File: src/rtl/calc_button_conditioner.sv
// Four-button front end: 2-flop synchroniser, per-button debounce FSM with single
// press pulse, and a registered priority encoder producing one command strobe.
module calc_button_conditioner #(
  parameter int DEBOUNCE_CYCLES = 250000,
  parameter int CNT_W           = 18
) (
  input  logic       CLK,
  input  logic       RST_N,
  input  logic       B1,
  input  logic       B2,
  input  logic       B3,
  input  logic       B4,
  output logic [3:0] LEVEL,
  output logic [3:0] PRESS,
  output logic [2:0] CMD,
  output logic       CMD_VALID
);

  typedef enum logic [1:0] {
    RELEASED,
    PRESS_WAIT,
    HELD,
    RELEASE_WAIT
  } state_t;

  localparam logic [CNT_W-1:0] CNT_MAX = CNT_W'(DEBOUNCE_CYCLES);

  logic [3:0]       raw;
  logic [3:0]       s1;
  logic [3:0]       s2;
  state_t           state      [4];
  state_t           state_next [4];
  logic [CNT_W-1:0] cnt        [4];
  logic [CNT_W-1:0] cnt_next   [4];
  logic [3:0]       press_next;
  logic [3:0]       level_next;

  assign raw = {B4, B3, B2, B1};

  always_ff @(posedge CLK or negedge RST_N) begin
    if (!RST_N) begin
      s1 <= '1;
      s2 <= '1;
    end else begin
      s1 <= raw;
      s2 <= s1;
    end
  end

  always_ff @(posedge CLK or negedge RST_N) begin
    if (!RST_N) begin
      for (int unsigned i = 0; i < 4; i++) begin
        state[i] <= RELEASED;
        cnt[i]   <= '0;
      end
      PRESS <= '0;
      LEVEL <= '0;
    end else begin
      for (int unsigned i = 0; i < 4; i++) begin
        state[i] <= state_next[i];
        cnt[i]   <= cnt_next[i];
      end
      PRESS <= press_next;
      LEVEL <= level_next;
    end
  end

  // LEVEL is registered from the next state so it rises on the same edge as PRESS.
  always_comb begin
    press_next = '0;
    level_next = '0;
    for (int unsigned i = 0; i < 4; i++) begin
      state_next[i] = state[i];
      cnt_next[i]   = cnt[i];
      case (state[i])
        RELEASED: begin
          if (!s2[i]) begin
            state_next[i] = PRESS_WAIT;
            cnt_next[i]   = CNT_W'(1);
          end
        end
        PRESS_WAIT: begin
          if (s2[i]) begin
            state_next[i] = RELEASED;
            cnt_next[i]   = '0;
          end else if (cnt[i] == CNT_MAX) begin
            state_next[i] = HELD;
            cnt_next[i]   = '0;
            press_next[i] = 1'b1;
          end else begin
            cnt_next[i] = cnt[i] + 1'b1;
          end
        end
        HELD: begin
          if (s2[i]) begin
            state_next[i] = RELEASE_WAIT;
            cnt_next[i]   = CNT_W'(1);
          end
        end
        RELEASE_WAIT: begin
          if (!s2[i]) begin
            state_next[i] = HELD;
            cnt_next[i]   = '0;
          end else if (cnt[i] == CNT_MAX) begin
            state_next[i] = RELEASED;
            cnt_next[i]   = '0;
          end else begin
            cnt_next[i] = cnt[i] + 1'b1;
          end
        end
        default: begin
          state_next[i] = RELEASED;
          cnt_next[i]   = '0;
        end
      endcase
      level_next[i] = (state_next[i] == HELD) || (state_next[i] == RELEASE_WAIT);
    end
  end

  // B4 > B3 > B2 > B1; CMD holds its last code between strobes.
  always_ff @(posedge CLK or negedge RST_N) begin
    if (!RST_N) begin
      CMD       <= '0;
      CMD_VALID <= 1'b0;
    end else if (|PRESS) begin
      CMD_VALID <= 1'b1;
      if (PRESS[3])      CMD <= 3'd4;
      else if (PRESS[2]) CMD <= 3'd3;
      else if (PRESS[1]) CMD <= 3'd2;
      else               CMD <= 3'd1;
    end else begin
      CMD_VALID <= 1'b0;
    end
  end

endmodule

File: config.mk
export PLATFORM = sky130hd
export DESIGN_NAME = calc_button_conditioner
export DESIGN_NICKNAME = d
export VERILOG_FILES = /design/src/rtl/calc_button_conditioner.sv
export SDC_FILE = /design/constraint.sdc
export NUM_CORES = 1
export LEC_CHECK = 0
export ABC_AREA = 1
export CAP_MARGIN = 30
export CORE_ASPECT_RATIO = 1.75
export CORE_MARGIN = 2
export CORE_UTILIZATION = 50
export DETAILED_ROUTE_END_ITERATION = 7
export GPL_TIMING_DRIVEN = 0
export PLACE_DENSITY = 0.73
export SETUP_SLACK_MARGIN = 0.1
export SYNTH_ARGS = -nofsm -noshare
export SYNTH_HDL_FRONTEND = slang
export SYNTH_SLANG_ARGS = --single-unit
File: constraint.sdc
create_clock -name CLK -period 1.8 [get_ports CLK]
set_input_delay 0.27 -clock CLK [delete_from_list [all_inputs] [get_ports CLK]]
set_output_delay 0.27 -clock CLK [all_outputs]
set_load 0.05 [all_outputs]
* After elaboration in Yosys (flattened, before gate mapping)
Index checks and enable logic that the tools add are counted.
Storage, ports and cells: register bits after elaboration 100, bits in latches 0, memory bits (writable) 0, memory bits (read-only) 0, bits of input ports 6, output and inout port bits 12, memories 0
Operators by class: add/subtract/negate cells 4, multipliers 0, div/mod/pow operators 0, magnitude comparators 0, equality and inequality tests 32, shift-type cells 0, multiplexer cells 68, bitwise operators 0, reductions and logical operators 13
Operators with widths (number):
- $mux 18 | 20
- $pmux 18 s4 | 4
- $add 18x1->18 const B | 4
- $eq 18x18->1 const B | 4
- $mux 2 | 26
- $eq 2x2->1 const B | 16
- $pmux 2 s4 | 4
- $ne 2x2->1 const B | 8
- $mux 1 | 13
- $eq 2x1->1 const B | 4
- $logic_not 2->1 | 4
- $reduce_and 2->1 | 4
- $logic_or 1x1->1 | 4
- $reduce_or 4->1 | 1
- $mux 3 | 1

* Longest topological paths before layout
depth in word-level cells 6, mapped depth 10

* Worst setup path before layout
OpenSTA, ideal clock, no wires.
path kind reg2reg, from register cnt[0] in the netlist's numbering, to register cnt[6] in the netlist's numbering, arrival time 1.337 ns, required time 1.671 ns, setup slack 0.334 ns, cell stages (with the launch flop) 9, clock period less this slack 1.466 ns, cells stage by stage dfrtp_1 -> inv_1 -> ha_1 -> nand2_1 -> nor3_1 -> nand4_2 -> nand2_2 -> buf_8 -> o22ai_2
On the way: longest elaborated chain between the ends 4, elaborated cells on any way between the ends 6
Ends and longest elaborated chain:
- start: declaration | RTL line 33 | logic [CNT_W-1:0] cnt [4];
- start signal: indexed assignment | RTL line 61 | cnt[i] <= cnt_next[i];
- $add 18x1->18 / $eq 18x18->1 (equally long branches)
- $mux 18 * | RTL line 86, 104
- $mux 18 (on tied branches) | RTL line 101, 83
- $pmux 18 s4 * | RTL line 75 | case (state[i])
Every way passes the cells marked *; elsewhere a longest branch is shown, timed or not. A chain may end at the register's enable or synchronous reset.

* Final worst setup path
from register LEVEL[1], to output LEVEL[1]
RTL lines:
- start: declaration | RTL line 13 | output logic [3:0] LEVEL,
- start signal: assignment | RTL line 64 | LEVEL <= level_next;
No word-level cell between the ends.

==> impl_metrics.csv <==
group,metric,value,unit
run_status,outcome,"finished clean",
floorplanning,start_util,50.84,%
critical_path,r2r_cells,9,
cells_and_area,antennaDiodeCount,0,
sta,fin_crit_sh,90.77,%
critical_path,startpoint_type,"flop",
floorplanning,dieArea,0.01206,mm^2
critical_path,crit_slowest_cell,"dlygate4sd2_1",
global_route,grt_pass1_wl,19.73,mm
power_and_ir_drop,p_int,3.607,mW
sta,fmax,0.6120,GHz
logic_synthesis,syn-num-nets,722,
drt,drt-pass1-iter-count,4,
clocking,cts_tree,"built",
drt,routed-via-count,4673,
logic_synthesis,yosysSeqAreaShare,44.57,%
global_route,grt_max_degree,68,
power_and_ir_drop,p_leak,2.813,nW
clocking,worst_skew_pair.late_latency,0.34,ns
clocking,clock_sinks,99,
placed_design,dpl.cell_count,858,
clocking,path_clk_slew,0.07,ns
critical_path,reg2reg_slack,0.18,ns
global_route,grt_pass1_vias,4532,
floorplanning,die_h,143.8,um
power_and_ir_drop,switching_power,1.073,mW
cells_and_area,final_nets,756,
critical_path,path_delay_family,"buffers and inverters",
sta,fin_skew,0.009015,ns
logic_synthesis,synthArstFlopShare,100.0,%
placed_design,placed_cell_area,0.005941,mm^2
critical_path,arrival,1.36,ns
critical_path,regToRegEndpoint,"state[7]",
clocking,numCtsBuffers,9,
critical_path,crit_start,"LEVEL[1]",
logic_synthesis,synth_cells,708,
floorplanning,io-pin-count,18,
floorplanning,coreArea,0.01098,mm^2
logic_synthesis,synth_seq_cells,99,
clocking,clk_path_buf_depth,2,
floorplanning,num_rows,51,
global_route,grtUsageTotal,20.15,%
power_and_ir_drop,clkPwrFrac,44.0,%
placed_design,io_buffer_count,17,
power_and_ir_drop,power_frac_comb,6.3,%
sta,setup_viol_count_final,0,
sta,fin_hold_ws,0.3277,ns
power_and_ir_drop,ir_drop,675.5,uV
global_route,grt_antenna_before_repair,0,
clocking,cts_root_buffer,"clkbuf_16",
drt,wl_per_cell,13.21,um
critical_path,crit_path_end,"LEVEL[1]",
logic_synthesis,netlist_area,0.005580,mm^2
hold_path,min_path_type,"primary input to flop",
drt,drtAntennaViolNets,0,
drt,viasPerCell,5.316,
sta,grt_setup_unrepaired,"true",
cells_and_area,stdcell_area,0.006347,mm^2
cells_and_area,fin_cells,879,
power_and_ir_drop,seqPwrFrac,49.7,%
logic_synthesis,syn_area_per_cell,7.882,um^2
sta,hold_viol,0,
sta,finalCriticalPeriod,1.634,ns
global_route,grt_overflow,0,
critical_path,worstSetupEndpointType,"output pin",
critical_path,crit_buf_inv,2,
floorplanning,die_w,83.86,um
logic_synthesis,synth_edf_count,0,
logic_synthesis,yosysUniqueCellTypes,37,
drt,drc_errors,0,
sta,tightest_slew,0.5021,ns
critical_path,r2r_start,"cnt[54]",
placed_design,hpwl,8.443,mm
drt,drt_wl_total,11.61,mm
critical_path,critPathMaxFanout,4,
cells_and_area,drive_gt1_share,14.06,%
critical_path,critical_path_class,"flop to output pin",
critical_path,worstPathRequired,1.53,ns
sta,slew_headroom,66.27,%
critical_path,cp_slowest_stage_delay,0.51,ns
critical_path,crit_cells,2,
power_and_ir_drop,switching_share,22.92,%
cells_and_area,fill_cells,991,
logic_synthesis,ys.flop_type,"dfrtp_1",
clocking,htree_levels,3,
power_and_ir_drop,cellPowerDensity,737.2,mW/mm^2
placed_design,gp_congestion,0.9000,
critical_path,crit_chain,"buf_4, dlygate4sd2_1",
sta,maxSlewViolCount,0,
run,maxCapViolCount,0,
cells_and_area,syn_to_final_growth,13.74,%
logic_synthesis,yosys_warnings,0,
power_and_ir_drop,total_power,4.679,mW
drt,drtIter0Drc,291,
## Yosys cell counts, types with 2 or more instances
| master | instances | area [um^2] |
|---|---|---|
| nor3_4 | 2 | 32.53 |
| xor2_1 | 34 | 297.8 |
| nor2_2 | 12 | 75.07 |
| nor3_2 | 5 | 50.05 |
| clkinv_1 | 2 | 7.510 |
| nor2_1 | 59 | 221.5 |
| inv_1 | 89 | 334.1 |
| o21ai_0 | 27 | 135.1 |
| inv_2 | 8 | 30.03 |
| o21ai_1 | 11 | 55.05 |
| o21bai_1 | 2 | 15.01 |
| a21oi_1 | 7 | 35.03 |
| o22ai_1 | 16 | 100.1 |
| ha_1 | 8 | 100.1 |
| o22ai_2 | 3 | 37.54 |
| nand3_2 | 3 | 30.03 |
| nand4_1 | 18 | 112.6 |
| buf_4 | 3 | 22.52 |
| nand3_1 | 54 | 270.3 |
| dfstp_2 | 8 | 210.2 |
| nor2_4 | 6 | 67.56 |
| nor3_1 | 24 | 120.1 |
| dfrtp_1 | 91 | 2277 |
| o21ai_2 | 6 | 52.55 |
| xnor2_1 | 3 | 26.28 |
| nand2_2 | 13 | 81.33 |
| nand2_1 | 180 | 675.7 |
| buf_2 | 5 | 25.02 |
## worst min-delay path by stage
| stage | depth (start not counted) | from | slack, ns | to |
|---|---|---|---|---|
| finish | 1 | B2 | 0.33 | s1[1] |
| global route | 1 | B2 | 0.32 | s1[1] |
| CTS | 1 | B2 | 0.32 | s1[1] |
| detailed placement | 1 | RST_N | 0.25 | cnt[65] |
| global placement | 0 | s1[0] | 0.35 | s2[0] |
| floorplan | 0 | RST_N | -0.03 | CMD[0] |
## routing by layer
layer | wire, um | global-route usage [%]
met5 | 0 | 0
met4 | 184 | 8.149
met3 | 356 | 4.021
met2 | 6217 | 37.22
met1 | 4850 | 22.51
## sequential cells by signal, summed over array words and instances, names as in the netlist
| name | flops |
|---|---|
| state | 7 |
| s2 | 4 |
| PRESS | 4 |
| LEVEL | 4 |
| cnt | 72 |
| s1 | 4 |
| CMD | 3 |
| CMD_VALID | 1 |
## cells in the final DEF (no fill, tap or decap), types with 5 or more instances in the layout
| master | n |
|---|---|
| o21ai_0 | 26 |
| dfstp_2 | 8 |
| ha_1 | 8 |
| clkbuf_16 | 10 |
| nand4_1 | 18 |
| o21ai_2 | 6 |
| dlygate4sd2_1 | 12 |
| a21oi_1 | 7 |
| nand2_1 | 180 |
| nor3_2 | 8 |
| nor3_1 | 21 |
| buf_4 | 7 |
| nor2_4 | 9 |
| o22ai_1 | 16 |
| nand2_2 | 11 |
| inv_1 | 86 |
| inv_2 | 11 |
| o21ai_1 | 12 |
| dfrtp_1 | 91 |
| buf_2 | 5 |
| nor2_2 | 10 |
| nor2_1 | 58 |
| xor2_1 | 34 |
| nand3_1 | 54 |
## area by class of cell
| type | instances | area (um^2) | share of cell area [%] |
|---|---|---|---|
| Timing Repair Buffer | 23 | 237.7 | 3.745 |
| Tap cell | 132 | 165.2 | 2.602 |
| Clock buffer | 12 | 236.5 | 3.726 |
| Buffer | 9 | 67.56 | 1.064 |
| Inverter | 99 | 375.4 | 5.914 |
| Sequential cell | 99 | 2487 | 39.19 |
| Clock inverter | 4 | 76.32 | 1.202 |
| Multi-Input combinational cell | 501 | 2701 | 42.56 |
## stage by stage
| step | setup TNS, ns | setup slack, ns | util, % |
|---|---|---|---|
| after global placement | -306.65 | -3.204 | 53.90 |
| after global routing | 0 | 0.05578 | 57.83 |
| after floorplan | 0 | 0.3339 | - |
| final | 0 | 0.1661 | 57.83 |
| after detailed placement | 0 | 0.1360 | 54.13 |
| after CTS | 0 | 0.1280 | 56.93 |
## power by group through the flow
| stage | Combinational, mW | Clock (mW) | Sequential (mW) |
|---|---|---|---|
| after CTS | 0.271 | 2.11 | 2.32 |
| final | 0.292 | 2.06 | 2.33 |
| after global placement | 0.254 | 0 | 2.37 |
| after detailed placement | 0.268 | 0 | 2.37 |
| after global routing | 0.335 | 2.19 | 2.33 |
| after floorplan | 0.162 | 0 | 2.35 |
## kinds of logic after synthesis
logic type / share of synthesized area [%]
and+or+nand+nor: 31.59
AOI/OAI and AO/OA: 8.453
adders and majority gates: 1.794
DFF: 44.57
xor gates and xnor gates: 5.807
buffers and inverters: 7.780
## timing repair
item                                    CTS  global route
setup buffers                             0             3
pin swaps                                 0             5
resized for setup                        12            15
hold buffers                              1             0
gates cloned                              0             1
endpoints found under the hold margin    28             0
endpoints found under the setup margin   12            34
Power figures use the tool's default switching activity.
